## src/rtl/spw_clkgen_pkg.sv

```systemverilog
// -----------------------------------------------------------------------------
// spw_clkgen_pkg
// Shared constants for the SpaceWire clock-enable divider generator:
// default parameter values, the supported channel range and a helper that
// sizes the channel-select field.
// -----------------------------------------------------------------------------
package spw_clkgen_pkg;

  localparam int MAX_CH          = 16;
  localparam int DEF_NUM_CH      = 5;
  localparam int DEF_DIV_W       = 8;
  localparam int DEF_DIV_INIT    = 9;
  localparam int DEF_LOCK_CYCLES = 16;

  // Width of a channel index; one bit minimum so a single-channel build
  // still has a usable select port.
  function automatic int ch_sel_width(input int num_ch);
    return (num_ch > 1) ? $clog2(num_ch) : 1;
  endfunction

endpackage

```

## src/rtl/spw_clkgen_ch.sv

```systemverilog
// -----------------------------------------------------------------------------
// spw_clkgen_ch
// One divider channel: period counter, shadow/active divisor pair and the
// registered clken / outclk outputs.
//
// Ports
//   refclk     in   sole clock, rising edge
//   rst        in   synchronous active-high reset
//   locked     in   generator lock; counter held at 0 and outputs forced low
//                   while deasserted
//   wr         in   write strobe already decoded for this channel
//   wr_val     in   divisor D captured into the shadow register on wr
//   sync_apply in   global update instant (used only when
//                   SPW_CLKGEN_SYNC_UPDATE_EN is defined)
//   wrap       out  combinational: counter == active divisor this cycle
//   clken      out  one-cycle enable pulse, registered from wrap
//   outclk     out  registered divided clock, high for ceil((D+1)/2) cycles
//   pending    out  shadow holds a divisor not yet applied
// -----------------------------------------------------------------------------
module spw_clkgen_ch
  import spw_clkgen_pkg::*;
#(
  parameter int DIV_W    = DEF_DIV_W,
  parameter int DIV_INIT = DEF_DIV_INIT
) (
  input  logic             refclk,
  input  logic             rst,
  input  logic             locked,
  input  logic             wr,
  input  logic [DIV_W-1:0] wr_val,
  input  logic             sync_apply,
  output logic             wrap,
  output logic             clken,
  output logic             outclk,
  output logic             pending
);

  localparam logic [DIV_W-1:0] DIV_RST = DIV_W'(DIV_INIT);

  logic [DIV_W-1:0] cnt;
  logic [DIV_W-1:0] active_div;
  logic [DIV_W-1:0] shadow_div;
  logic             apply;
  logic             restart;
  logic [DIV_W:0]   high_len;
  logic             high_phase;

  // Gated by locked so nothing wraps (or updates) during the lock window.
  assign wrap = locked && (cnt == active_div);

`ifdef SPW_CLKGEN_SYNC_UPDATE_EN
  // Updates land together at channel 0's wrap; every counter restarts then
  // so all channels come out of the update phase-aligned.
  assign apply   = sync_apply && pending;
  assign restart = sync_apply;
`else
  // Swapping only at the own wrap keeps every period whole.
  assign apply   = wrap && pending;
  assign restart = 1'b0;
  logic unused_sync;
  assign unused_sync = sync_apply;
`endif

  // ceil(P/2) with P = D+1; one extra bit so D = all-ones cannot overflow.
  assign high_len   = ({1'b0, active_div} + (DIV_W+1)'(2)) >> 1;
  assign high_phase = ({1'b0, cnt} < high_len);

  // NOTE: sequential state uses non-blocking assignments so every register
  // samples pre-edge values regardless of statement order.
  always_ff @(posedge refclk) begin
    if (rst) begin
      // NOTE: the divisor registers are plain flops, not a RAM, so they are
      // reset explicitly to give a known period immediately after lock.
      cnt        <= '0;
      active_div <= DIV_RST;
      shadow_div <= DIV_RST;
      pending    <= 1'b0;
      clken      <= 1'b0;
      outclk     <= 1'b0;
    end else begin
      if (!locked || wrap || restart) begin
        cnt <= '0;
      end else begin
        cnt <= cnt + 1'b1;
      end

      if (apply) begin
        active_div <= shadow_div;
        pending    <= 1'b0;
      end

      // Placed after the apply so a write landing on the update instant
      // keeps pending set; the freshly written value waits for the next one.
      if (wr) begin
        shadow_div <= wr_val;
        pending    <= 1'b1;
      end

      clken  <= wrap;
      outclk <= locked && high_phase;
    end
  end

endmodule

```

## src/rtl/spw_clken_divgen.sv

```systemverilog
// -----------------------------------------------------------------------------
// spw_clken_divgen
// Multi-channel clock-enable / divided-clock generator. Each channel divides
// refclk by D+1. After reset a lock counter runs LOCK_CYCLES cycles; until
// then all outputs are low and every channel counter is held at 0, so all
// channels start phase-aligned when locked rises. Divisor writes go to a
// per-channel shadow register and take effect on a period boundary.
//
// Build option
//   SPW_CLKGEN_SYNC_UPDATE_EN  defined:   all pending divisors are applied
//                                         together at channel 0's wrap and
//                                         every channel counter restarts
//                              undefined: each channel applies at its own wrap
//
// Parameters
//   NUM_CH       number of channels (1..16)
//   DIV_W        divisor width
//   DIV_INIT     divisor loaded into every channel on reset
//   LOCK_CYCLES  cycles from reset release until locked (>= 1)
//
// Ports
//   refclk   in   sole clock, rising edge
//   rst      in   synchronous active-high reset
//   div_wr   in   single-cycle divisor write strobe
//   div_ch   in   target channel; values >= NUM_CH are ignored
//   div_val  in   new divisor D
//   clken    out  per-channel one-cycle enable pulse, every D+1 cycles
//   outclk   out  per-channel registered divided clock
//   pending  out  per-channel divisor update waiting to be applied
//   locked   out  outputs valid
// -----------------------------------------------------------------------------
module spw_clken_divgen
  import spw_clkgen_pkg::*;
#(
  parameter int NUM_CH      = DEF_NUM_CH,
  parameter int DIV_W       = DEF_DIV_W,
  parameter int DIV_INIT    = DEF_DIV_INIT,
  parameter int LOCK_CYCLES = DEF_LOCK_CYCLES
) (
  input  logic                              refclk,
  input  logic                              rst,
  input  logic                              div_wr,
  input  logic [ch_sel_width(NUM_CH)-1:0]   div_ch,
  input  logic [DIV_W-1:0]                  div_val,
  output logic [NUM_CH-1:0]                 clken,
  output logic [NUM_CH-1:0]                 outclk,
  output logic [NUM_CH-1:0]                 pending,
  output logic                              locked
);

  localparam int                CH_W      = ch_sel_width(NUM_CH);
  localparam int                LOCK_W    = $clog2(LOCK_CYCLES + 1);
  localparam logic [LOCK_W-1:0] LOCK_LAST = LOCK_W'(LOCK_CYCLES - 1);

  logic [LOCK_W-1:0] lock_cnt;
  logic [NUM_CH-1:0] wr_sel;
  logic [NUM_CH-1:0] wrap;
  logic              sync_apply;
  logic              unused_wrap;

  // Lock sequence: counts cycles since reset release and freezes once
  // locked, so only rst can drop it again.
  always_ff @(posedge refclk) begin
    if (rst) begin
      lock_cnt <= '0;
      locked   <= 1'b0;
    end else if (!locked) begin
      lock_cnt <= lock_cnt + 1'b1;
      if (lock_cnt == LOCK_LAST) begin
        locked <= 1'b1;
      end
    end
  end

  // Write decode; an out-of-range div_ch matches no channel.
  always_comb begin
    // NOTE: default first so every path assigns wr_sel and no latch forms.
    wr_sel = '0;
    for (int i = 0; i < NUM_CH; i++) begin
      wr_sel[i] = div_wr && (div_ch == CH_W'(i));
    end
  end

`ifdef SPW_CLKGEN_SYNC_UPDATE_EN
  assign sync_apply = wrap[0] && (|pending);
`else
  assign sync_apply = 1'b0;
`endif

  // Only channel 0's wrap can feed the global update; the other bits exist
  // because every channel is the same module.
  assign unused_wrap = ^wrap;

  for (genvar i = 0; i < NUM_CH; i++) begin : g_ch
    spw_clkgen_ch #(
      .DIV_W    (DIV_W),
      .DIV_INIT (DIV_INIT)
    ) u_ch (
      .refclk     (refclk),
      .rst        (rst),
      .locked     (locked),
      .wr         (wr_sel[i]),
      .wr_val     (div_val),
      .sync_apply (sync_apply),
      .wrap       (wrap[i]),
      .clken      (clken[i]),
      .outclk     (outclk[i]),
      .pending    (pending[i])
    );
  end

endmodule

```

## config.mk

```make
export PLATFORM = sky130hd
export DESIGN_NAME = spw_clken_divgen
export DESIGN_NICKNAME = d
export VERILOG_FILES = /design/src/rtl/spw_clkgen_pkg.sv /design/src/rtl/spw_clkgen_ch.sv /design/src/rtl/spw_clken_divgen.sv
export SDC_FILE = /design/constraint.sdc
export NUM_CORES = 1
export LEC_CHECK = 0
export ABC_AREA = 1
export ABC_CLOCK_PERIOD_IN_PS = 4000
export BUFFER_PORTS_ARGS = -buffer_cell sky130_fd_sc_hd__buf_2
export CAP_MARGIN = 0
export CORE_AREA = 2 2 120 122
export DETAILED_ROUTE_END_ITERATION = 6
export DIE_AREA = 0 0 122 124
export GPL_TIMING_DRIVEN = 0
export PLACE_DENSITY_LB_ADDON = 0.15
export SETUP_SLACK_MARGIN = 0.3
export SYNTH_ARGS = -nofsm -noshare
export SYNTH_HDL_FRONTEND = slang
export SYNTH_HIERARCHICAL = 1
export SYNTH_SLANG_ARGS = --single-unit
```

## constraint.sdc

```tcl
create_clock -name refclk -period 4 [get_ports refclk]
set_clock_uncertainty 0.05 [all_clocks]
set_input_delay 0.2 -clock refclk [delete_from_list [all_inputs] [get_ports refclk]]
set_output_delay 0.2 -clock refclk [all_outputs]
set_load 0.01 [all_outputs]
```

Word-level counts from Yosys, hierarchy flattened. Index checks and enable logic that the tools add are counted.

Register bits: 141. Output and inout port bits: 16. Memories kept: 0. Bits in latches: 0. Memory bits (writable): 0. ROM bits: 0. Input bits: 14.

Order comparisons: 5. Shifts and indexed selects: 0. Mux-type cells: 12. Div/mod/pow operators: 0. Bitwise gates (word level): 0. Reduce and logical (&&, ||, !) cells: 37. Multiply operators: 0. Eq/ne operators: 10. Add/sub/neg operators: 11.

Operator list (number): adder 8 x 2 -> 9 bit, second input constant (5); adder 8 x 1 -> 8 bit, second input constant (5); == test 8 bit (5); less-than comparator 8 bit (5); logical AND 1 bit (20); 2-to-1 mux 1 bit (12); nonzero test 2 bit (5); OR reduction 2 bit (5); == test 3 x 2 -> 1 bit, second input constant (2); adder 5 x 1 -> 5 bit, second input constant (1); == test 5 x 4 -> 1 bit, second input constant (1); logical OR 1 bit (5); == test 3 x 1 -> 1 bit, second input constant (1); == test 3 bit, second input constant (1); zero test 3 bit (1); zero test 1 bit (1).

Longest topological paths before layout. Gate-level depths: netlist of the first run.

Depth in word-level cells: 5. Gate-level depth with buffers: 10.

Cells and area by module. The synthesis of the first run kept the hierarchy.

By module, submodules not included: spw_clkgen_ch (instances 5, sequential area each 540.5 um^2, cells each 205, area each 1433.9 um^2); spw_clken_divgen (instances 1, sequential area each 120.1 um^2, cells each 45, area each 300.3 um^2).

Worst setup path before layout of the first run. Ideal clock, no wire load.

Path type: register -> register. Start: reg g_ch[0].u_ch.active_div[1]. End: reg g_ch[0].u_ch.outclk. Buffers on the path: 0. Stages on the path, launching flop included: 11. Clock period less this slack: 1.764 ns. Arrival: 1.650 ns. Slack: 2.236 ns. Data required time: 3.885 ns. Library setup time: 0.065 ns. Path through: dfxtp_1 > ha_1 > nand3_1 > nor3_1 > xor2_1 > ha_1 > nand2_1 > nor2_1 > a211oi_1 > nand3_1 > nor2_1.

Word-level cells in the longest chain between the ends: 3.

RTL lines: start, declared (line spw_clkgen_ch.sv:41) `logic [DIV_W-1:0] active_div;`; start signal, assigned (line spw_clkgen_ch.sv:88) `active_div <= shadow_div;`; adder 8 x 2 -> 9 bit (line spw_clkgen_ch.sv:65) `assign high_len = ({1'b0, active_div} + (DIV_W+1)'(2)) >> 1;`; less-than comparator 8 bit (line spw_clkgen_ch.sv:66) `assign high_phase = ({1'b0, cnt} < high_len);`; logical AND 1 bit (line spw_clkgen_ch.sv:100) `outclk <= locked && high_phase;`; end signal, assigned (line spw_clkgen_ch.sv:100); end, declared (line spw_clkgen_ch.sv:34) `output logic outclk,`.

Every way passes these cells. A chain may end at the register's enable or synchronous reset.

Final worst setup path of the first run.
Start: reg g_ch[3].u_ch.active_div[1]. End: reg g_ch[3].u_ch.outclk.

Word-level cells in the longest chain between the ends: 3.

RTL lines (line): start, declared (spw_clkgen_ch.sv:41); start signal, assigned (spw_clkgen_ch.sv:88); adder 8 x 2 -> 9 bit (spw_clkgen_ch.sv:65); less-than comparator 8 bit (spw_clkgen_ch.sv:66); logical AND 1 bit (spw_clkgen_ch.sv:100); end signal, assigned (spw_clkgen_ch.sv:100); end, declared (spw_clkgen_ch.sv:34).

Every way passes these cells.

==> flow_summary.ini, run 1 <==
[power]
powerDensity_nw_per_um2 = 376
power.leakage_uw = 0.00382
max-vdd-ir-drop_mv = 0.278

[grt]
grt_max_degree = 23
antenna_found_initial = 0
grt_overflow = 0
grt_use_total_pct = 21.8
grt_pass1_wl_um = 26300
grt_pass1_vias = 5907

[final_layout]
fin_nets = 1173
fillers = 1320
drive_above_1_share_pct = 8.71
syn_to_final_growth_pct = 13.3
design_area_um2 = 8430
diodes = 0

[timing]
totalNegativeSetupSlack_ps = 0
setup_violations = 0
final_hold_viol_count = 0
slew_viol_final = 0
worstMarginPinSlew_ps = 921
fin_crit_ps = 2090
max-slew-margin-rel_pct = 38.5
timing.fmax_mhz = 479
finalCritPeriodShare_pct = 52.2
rsz0062_at_grt = no

[setup_path]
cp.buffers_inverters = 0
path_cells = ha_1 -> nand3_1 -> nor3_1 -> xor2_1 -> ha_1 -> nand2_1 -> nor2_1 -> a211oi_1 -> nand3_1 -> nor2_1
critPathTopFamily = simple AND/OR/NAND/NOR gates
criticalPathCategory = register to register
cp_max_fo = 5
crit_slowest_cell = dfxtp_1
worst-endpoint-required_ps = 4300
timing.critical_path.from_type = register
crit_path_end_kind = register
critPathMaxStageDelay_ps = 380
critPathArrivalTime_ps = 2390

[placement]
place_area_um2 = 7820
gp_congestion = 0.806
dp_hpwl_um = 10800
port_buffers = 29

[route]
dr.pass1.iters = 5
drcViolationCount = 0
via_count = 6372
ant_nets = 0
avgViaCountPerCell = 4.88
wirelength_um = 15300
wl_per_cell_um = 11.7
drtIter0Drc = 317

[synthesis]
synth_fp_nets = 1125
yosys_warnings = 6
syn_area_per_cell_um2 = 7.00
synth_area_um2 = 7450
syn_inst = 1064

[die]
die_y_um = 124
core-area_um2 = 13700
start_util_pct = 54.3
row_count = 43
io_pins = 30
die_area_um2 = 15100
die_x_um = 122

[run]
cap_viol_max_count = 0

[status]
status = complete, no violations

[cts]
numCtsBuffers = 17
path_clk_slew_ps = 60
max-clock-path-buffers = 2
cts_setup_buffers = 0
clk_latency_ps = 420
cts_sinks = 141
clockRootBuffer = clkbuf_16
ctsHtreeMaxLevel = 4
post_cts_resized = 0
cts_tree = done
hold_buffers = 0

[hold_path]
hp-class = input port to register
[layout make-up]
class	instances	area, µm²	area share, %
clock inverters	11	166	1.97
clock buffers	21	450	5.34
repair buffers	29	145	1.72
inverters	173	649	7.70
well taps	180	225	2.67
flip-flops and latches	141	2820	33.5
multi-input cells	725	3860	45.8
plain buffers	25	113	1.34
[power by group]
group          internal (µW)  switching, µW  total, µW  leakage [µW]
Clock                   1060            592       1650      0.000293
Sequential              1420           7.32       1430       0.00114
Combinational           26.8           67.2       94.0       0.00239
Total                   2510            667       3170       0.00382
[stage by stage]
step | total power [µW] | setup slack [ps] | instances | hold WS (ps) | utilization [%]
after global placement | 1550 | 2030 | 1273 | 391 | 57.0
final | 3170 | 1910 | 1305 | 53.8 | 61.5
after detailed placement | 1550 | 2010 | 1273 | 393 | 57.0
after CTS | 3210 | 1930 | 1305 | 40.7 | 61.5
after floorplan | 1520 | 2240 | 1064 | 219 | -
after global routing | 3280 | 1760 | 1305 | 67.2 | 61.5
[placed cells by master, fill, tap and decap left out, types with 38 or more instances in the layout]
cell / count
a21oi_1: 48
dfxtp_1: 141
ha_1: 47
inv_1: 153
nand2_1: 271
nand3_1: 57
nand4_1: 45
nor2_1: 130
o21ai_0: 38
xor2_1: 45
[routing by layer]
metal  routed length [µm]  global-route usage [%]
met1                 7700                    28.4
met2                 6810                    36.1
met3                  618                    4.85
met4                  155                    6.75
met5                    0                       0
[flip-flops by register name, indices dropped and copies added (netlist names)]
| signal | count |
|---|---|
| g_ch.u_ch/active_div | 40 |
| g_ch.u_ch/cnt | 40 |
| g_ch.u_ch/shadow_div | 40 |
| g_ch.u_ch/clken | 5 |
| g_ch.u_ch/outclk | 5 |
| g_ch.u_ch/pending | 5 |
| lock_cnt | 5 |
| locked | 1 |
[path summary, 6_finish.rpt]
kind                            depth (start not counted)                         end  slack (ps)                  startpoint
worst min register to register                          2  g_ch[0].u_ch/shadow_div[6]         400  g_ch[0].u_ch/shadow_div[6]
worst max-delay path                                   10         g_ch[3].u_ch/outclk        1910  g_ch[3].u_ch/active_div[1]
worst max register to register                         10         g_ch[3].u_ch/outclk        1910  g_ch[3].u_ch/active_div[1]
worst min-delay path                                    4  g_ch[1].u_ch/shadow_div[3]          50                   div_ch[1]
[worst min-delay path, delay by kind of cell]
family | cells | cell delay [ps]
simple gates | 3 | 190
buf+inv | 1 | 90
Power figures use the tool's default switching activity.
==> inputs of run 2 (changes only) <==
--- a/config.mk
+++ b/config.mk
@@ -5,13 +5,13 @@
 export SDC_FILE = /design/constraint.sdc
 export NUM_CORES = 1
 export LEC_CHECK = 0
-export ABC_AREA = 1
-export ABC_CLOCK_PERIOD_IN_PS = 4000
+export ABC_AREA = 0
+export ABC_CLOCK_PERIOD_IN_PS = 1760
 export BUFFER_PORTS_ARGS = -buffer_cell sky130_fd_sc_hd__buf_2
 export CAP_MARGIN = 0
-export CORE_AREA = 2 2 120 122
+export CORE_AREA = 2 2 117 119
 export DETAILED_ROUTE_END_ITERATION = 6
-export DIE_AREA = 0 0 122 124
+export DIE_AREA = 0 0 119 121
 export GPL_TIMING_DRIVEN = 0
 export PLACE_DENSITY_LB_ADDON = 0.15
 export SETUP_SLACK_MARGIN = 0.3
==> constraint.sdc (replaced) <==
create_clock -name refclk -period 1.76 [get_ports refclk]
set_clock_uncertainty 0.05 [all_clocks]
set_input_delay 0.088 -clock refclk [delete_from_list [all_inputs] [get_ports refclk]]
set_output_delay 0.088 -clock refclk [all_outputs]
set_load 0.01 [all_outputs]
==> flow_summary.ini, run 2 <==
[power]
internal-power_uw = 5530
switching_share_pct = 21.8
power_frac_comb_pct = 3.1
clkPwrFrac_pct = 51.6
power.leakage_uw = 0.00352
powerDensity_nw_per_um2 = 692
max-vdd-ir-drop_mv = 0.663
switching_power_uw = 1540
seqPwrFrac_pct = 45.3

[timing]
timing.fmax_mhz = 479
totalNegativeSetupSlack_ps = -1510
fin_crit_ps = 2090
setup_slack_ps = -329
worstMarginPinSlew_ps = 768
finalCritPeriodShare_pct = 119
final_hold_viol_count = 0
rsz0062_at_grt = yes
setup_violations = 5
slew_viol_final = 0
max-slew-margin-rel_pct = 48.8

[route]
avgViaCountPerCell = 5.60
wl_per_cell_um = 18.2
via_count = 5981
drcViolationCount = 0
ant_nets = 0
dr.pass1.iters = 5
wirelength_um = 19400
drtIter0Drc = 271

[final_layout]
drive_above_1_share_pct = 42.4
largestRegisters = g_ch.u_ch/active_div x40, g_ch.u_ch/cnt x40, g_ch.u_ch/shadow_div x40
fin_nets = 942
multi_input_area_um2 = 5260
regArea_um2 = 2990
final_util_pct = 78.1
final_cell_mix = nand2_1 (86), mux2i_1 (78), nor2_1 (71), dfxtp_1 (69), dfxtp_2 (42)
fillers = 774
layout_commonest_cell = nand2_1
diodes = 0
syn_to_final_growth_pct = 45.7

[die]
die_x_um = 119
core-area_um2 = 13100
die_y_um = 121
die_area_um2 = 14400
row_count = 42
io_pins = 30
start_util_pct = 53.6

[status]
violations = negative setup slack
status = complete, but fails checks

[synthesis]
syn_inst = 747
synth_fp_nets = 808
synth_area_um2 = 7020
syn_area_per_cell_um2 = 9.39
yosys_warnings = 6

[cts]
cts_tree = done
clk_latency_ps = 430
ctsHtreeMaxLevel = 4
numCtsBuffers = 17
max-clock-path-buffers = 2
cts_sinks = 141
path_clk_slew_ps = 60
clockRootBuffer = clkbuf_16

[grt]
grt_max_degree = 27
grt_use_total_pct = 24.7
antenna_found_initial = 0
grt_overflow = 0
grt_pass1_vias = 5860
grt_pass1_wl_um = 28200

[hold_path]
hp-class = input port to register

[run]
cap_viol_max_count = 0

[placement]
dp_hpwl_um = 10700
port_buffers = 29
gp_congestion = 0.852

[setup_path]
crit_path_end_kind = register
timing.critical_path.from_type = register
cp_max_fo = 4
critPathArrivalTime_ps = 2370
worst-endpoint-required_ps = 2040
path_cells = and3_1 -> nand3_2 -> xor2_1 -> ha_2 -> or4_4 -> o2111ai_2 -> a21oi_2 -> a2111oi_2
criticalPathCategory = register to register
critPathMaxStageDelay_ps = 490
crit_slowest_cell = or4_4
==> run 2: cell count changes in the layout (fill, tap and decap cells not counted), moves of 32 or more <==
| cell | change |
|---|---|
| nand3_1 | -35 |
| dfxtp_1 | -72 |
| nand2_1 | -185 |
| buf_4 | +36 |
| nor2_1 | -59 |
| nand4_1 | -40 |
| dfxtp_2 | +42 |
| buf_6 | +32 |
| a21oi_1 | -43 |
| mux2i_1 | +78 |
| o21ai_0 | -33 |
| inv_1 | -132 |
==> run 2: final cells by class <==
type	instances	area share, %
Multi-Input combinational cell	569	51.5
Sequential cell	141	29.2
Timing Repair Buffer	115	9.90
Clock buffer	19	4.43
Tap cell	176	2.15
Clock inverter	11	1.41
Inverter	21	0.771
Buffer	16	0.661
==> run 2: worst paths after layout <==
| path | start | end | slack (ps) | cells past startpoint |
|---|---|---|---|---|
| setup / recovery | g_ch[2].u_ch/active_div[3] | g_ch[2].u_ch/outclk | -330 | 8 |
| hold / removal | div_val[6] | g_ch[0].u_ch/shadow_div[6] | 20 | 3 |
| setup reg to reg | g_ch[2].u_ch/active_div[3] | g_ch[2].u_ch/outclk | -330 | 8 |
| hold reg to reg | g_ch[4].u_ch/shadow_div[4] | g_ch[4].u_ch/active_div[4] | 400 | 2 |
==> run 2: routing by layer <==
| layer | vias to the layer above | track usage [%] | wire length (µm) | share of wire (%) |
|---|---|---|---|---|
| met2 | 172 | 42.7 | 10100 | 52 |
| met4 | 0 | 10.9 | 530 | 2.7 |
| met3 | 53 | 5.22 | 797 | 4.1 |
| met1 | 2899 | 29.5 | 7970 | 41 |
| li1 | 2857 | - | - | - |
| met5 | - | 0 | 0 | 0 |
==> run 2: what timing repair did <==
| action | CTS | global route |
|---|---|---|
| hold buffers | 7 | 0 |
| hold endpoints to repair | 29 | 0 |
| setup endpoints to repair | 90 | 95 |
| pin swaps | 53 | 51 |
| setup buffers | 41 | 38 |
| gates resized for setup | 107 | 118 |
==> run 2: through the flow <==
stage	power, µW	area [µm²]	cells	hold slack (ps)	setup WS [ps]
2_1_floorplan	3400	7410	747	101	-156
3_3_place_gp	3480	7780	952	394	-377
3_5_place_dp	3490	7780	952	397	-385
4_1_cts	7070	9350	1030	0.877	-315
5_1_grt	7290	10200	1068	23.0	-403
6_report	7070	10200	1068	17.4	-329
==> run 2: power groups by stage <==
stage | combinational [µW] | clock (µW) | sequential (µW)
2_1_floorplan | 109 | 0 | 3290
3_3_place_gp | 185 | 0 | 3300
3_5_place_dp | 191 | 0 | 3300
4_1_cts | 205 | 3660 | 3200
5_1_grt | 241 | 3850 | 3200
6_report | 222 | 3650 | 3200
==> run 2: worst max-delay path, delay by kind of cell (launching register included) <==
kind,cells,cell delay [ps]
AOI/OAI and AO/OA,3,410
DFF,1,370
and+or+nand+nor,3,770
adders and majority gates,1,210
xor gates and xnor gates,1,170
==> inputs of run 3 (changes only) <==
--- a/config.mk
+++ b/config.mk
@@ -9,13 +9,13 @@
 export ABC_CLOCK_PERIOD_IN_PS = 1760
 export BUFFER_PORTS_ARGS = -buffer_cell sky130_fd_sc_hd__buf_2
 export CAP_MARGIN = 0
-export CORE_AREA = 2 2 117 119
+export CORE_AREA = 2 2 124 114
 export DETAILED_ROUTE_END_ITERATION = 6
-export DIE_AREA = 0 0 119 121
+export DIE_AREA = 0 0 126 116
 export GPL_TIMING_DRIVEN = 0
 export PLACE_DENSITY_LB_ADDON = 0.15
 export SETUP_SLACK_MARGIN = 0.3
+export SLEW_MARGIN = 15
 export SYNTH_ARGS = -nofsm -noshare
 export SYNTH_HDL_FRONTEND = slang
-export SYNTH_HIERARCHICAL = 1
 export SYNTH_SLANG_ARGS = --single-unit
==> flow_summary.ini, run 3 <==
[placement]
pre_cts_slack_ps = -682
dp_hpwl_um = 11400
dp.cells = 988
port_buffers = 29
gp_congestion = 0.892

[setup_path]
cp.depth = 7
rrSetupSlack_ps = -180
worst-endpoint-required_ps = 2030
regToRegStartpoint = g_ch[4].u_ch.active_div[4]
crit_path_end_kind = register
cp.buffers_inverters = 0
crit_slowest_cell = dfxtp_4
r2r_end = g_ch[4].u_ch.outclk
critPathMaxStageDelay_ps = 370
critical_path.endpoint = g_ch[4].u_ch.outclk
cp_max_fo = 5
criticalPathCategory = register to register
cp-startpoint = g_ch[4].u_ch.active_div[4]
critPathArrivalTime_ps = 2200
critPathTopFamily = simple AND/OR/NAND/NOR gates
worstRegToRegCells = 7
cp_common_cell = and4_4
timing.critical_path.from_type = register
path_cells = and4_4 -> nand4_1 -> ha_1 -> and4_4 -> o21ai_2 -> a21oi_2 -> a2111oi_4

[synthesis]
synth_seq_cells = 141
yosysTopAreaCellShare_pct = 39.5
synthAdderAreaFrac_pct = 8.24
synth_mux_area_share_pct = 5.75
yosys_warnings = 0
ys_seq_area_share_pct = 39.5
synth_top_area_cell = dfxtp_1
synthArstFlopShare_pct = 0
synth_xor_area_share_pct = 12.0
yosysMostFrequentCell = dfxtp_1
synthTopCellsByArea = dfxtp_1 (40%), ha_1 (8.2%), xnor2_1 (7.1%)
yosysUniqueCellTypes = 30
synth_top_family_by_area = simple AND/OR/NAND/NOR gates
synth_compound_area_share_pct = 6.64
syn_inst = 791
syn_area_per_cell_um2 = 9.02
synth_area_um2 = 7140
synth-simple-area-share_pct = 24.4
synth_edf_count = 0
ys.flop_type = dfxtp_1
synth_common_cells = dfxtp_1 (141), nand2_1 (89), nor2_1 (75)
synth_fp_nets = 852

[timing]
fin_crit_ps = 1940
rsz0062_at_grt = yes
finalCritPeriodShare_pct = 110
final_hold_viol_count = 0
worstMarginPinSlew_ps = 716
totalNegativeSetupSlack_ps = -831
timing.fmax_mhz = 517
setup_slack_ps = -175
max-slew-margin-rel_pct = 52.2
hold_slack_ps = 173
setup_violations = 5
slew_viol_final = 0

[grt]
grt_pass1_vias = 5961
grt_pass1_wl_um = 29200
grt_use_total_pct = 25.3
antenna_found_initial = 0
grt_overflow = 0
grt_max_degree = 17

[die]
row_count = 40
die_y_um = 116
io_pins = 30
start_util_pct = 54.0
die_area_um2 = 14600
die_x_um = 126
core-area_um2 = 13200

[power]
power.leakage_uw = 0.00351
powerDensity_nw_per_um2 = 712
max-vdd-ir-drop_mv = 0.723

[hold_path]
hp-start = div_ch[2]
hp-class = input port to register

[cts]
cts_tree = done
clockRootBuffer = clkbuf_16
numCtsBuffers = 17
ctsHtreeMaxLevel = 4
cts_sinks = 141
max-clock-path-buffers = 2
clk_latency_ps = 420
path_clk_slew_ps = 60

[final_layout]
drive_above_1_share_pct = 30.0
fin_cells = 1088
fillers = 942
final_cell_mix = nand2_1 (88), dfxtp_1 (83), nor2_1 (71), nand2b_1 (61), buf_4 (50)
final_util_pct = 72.1
diodes = 0
syn_to_final_growth_pct = 33.4
fin_nets = 968
layout_commonest_cell = nand2_1
largestRegisters = g_ch.u_ch.active_div x40, g_ch.u_ch.cnt x40, g_ch.u_ch.shadow_div x40

[route]
wl_per_cell_um = 17.0
via_count = 5935
drcViolationCount = 0
drtIter0Drc = 322
dr.pass1.iters = 5
wirelength_um = 18500
avgViaCountPerCell = 5.45
ant_nets = 0

[status]
violations = negative setup slack
status = complete, but fails checks

[run]
cap_viol_max_count = 0
## run 3: power breakdown
| part | total [µW] | switching (µW) | internal (µW) |
|---|---|---|---|
| sequential | 3200 | 21.5 | 3180 |
| combinational | 243 | 145 | 98.0 |
| clock | 3330 | 1290 | 2040 |
## run 3: layer usage
metal	part of all wire, %	up-vias	wire length (µm)	track usage, %
met2	50	117	9260	44.8
met4	1.9	0	359	6.74
met5	0	-	0	0
met3	4.0	32	737	6.05
met1	44	2857	8110	31.2
li1	-	2929	-	-
## run 3: cells by family after synthesis
group	Yosys count
fa+ha+maj	47
compound gates	81
xor+xnor	98
buf+inv	49
mux	41
flops	141
simple gates	334
## run 3: cell type report
| class | count | area (µm²) | area share [%] |
|---|---|---|---|
| inverter | 12 | 48.8 | 0.512 |
| timing repair buffer | 97 | 826 | 8.67 |
| multi-input combinational | 601 | 4710 | 49.4 |
| clock buffer | 25 | 485 | 5.10 |
| clock inverter | 7 | 62.6 | 0.657 |
| sequential | 141 | 2970 | 31.1 |
| buffer | 37 | 215 | 2.26 |
| tap | 168 | 210 | 2.21 |
## run 3: what timing repair did
action,CTS,global route
pin swaps,61,43
buffers inserted,49,11
hold endpoints to repair,40,0
hold buffers,8,0
cloned,0,0
setup endpoints to repair,100,122
resized for setup,86,73
## run 3: how the worst min path moves through the flow
| stage | slack [ps] | cells past startpoint | to |
|---|---|---|---|
| global placement | 360 | 3 | g_ch[1].u_ch.shadow_div[1] |
| CTS | 150 | 3 | g_ch[4].u_ch.pending |
| floorplan | 160 | 2 | g_ch[0].u_ch.shadow_div[0] |
| detailed placement | 360 | 3 | g_ch[1].u_ch.shadow_div[1] |
| finish | 170 | 3 | g_ch[4].u_ch.pending |
| global route | 180 | 3 | g_ch[4].u_ch.pending |
## run 3: stage by stage
step,total power [µW],instance area [µm²]
6_report,6780,9520
5_1_grt,7010,9520
4_1_cts,6850,9070
3_5_place_dp,3520,7620
3_3_place_gp,3510,7620
2_1_floorplan,3430,7270
## run 3: worst register-to-register path: stages, from the launching register on
cell and delay [ps]:
dfxtp_4 370, and4_4 240, nand4_1 130, ha_1 360, and4_4 220, o21ai_2 70, a21oi_2 80, a2111oi_4 320
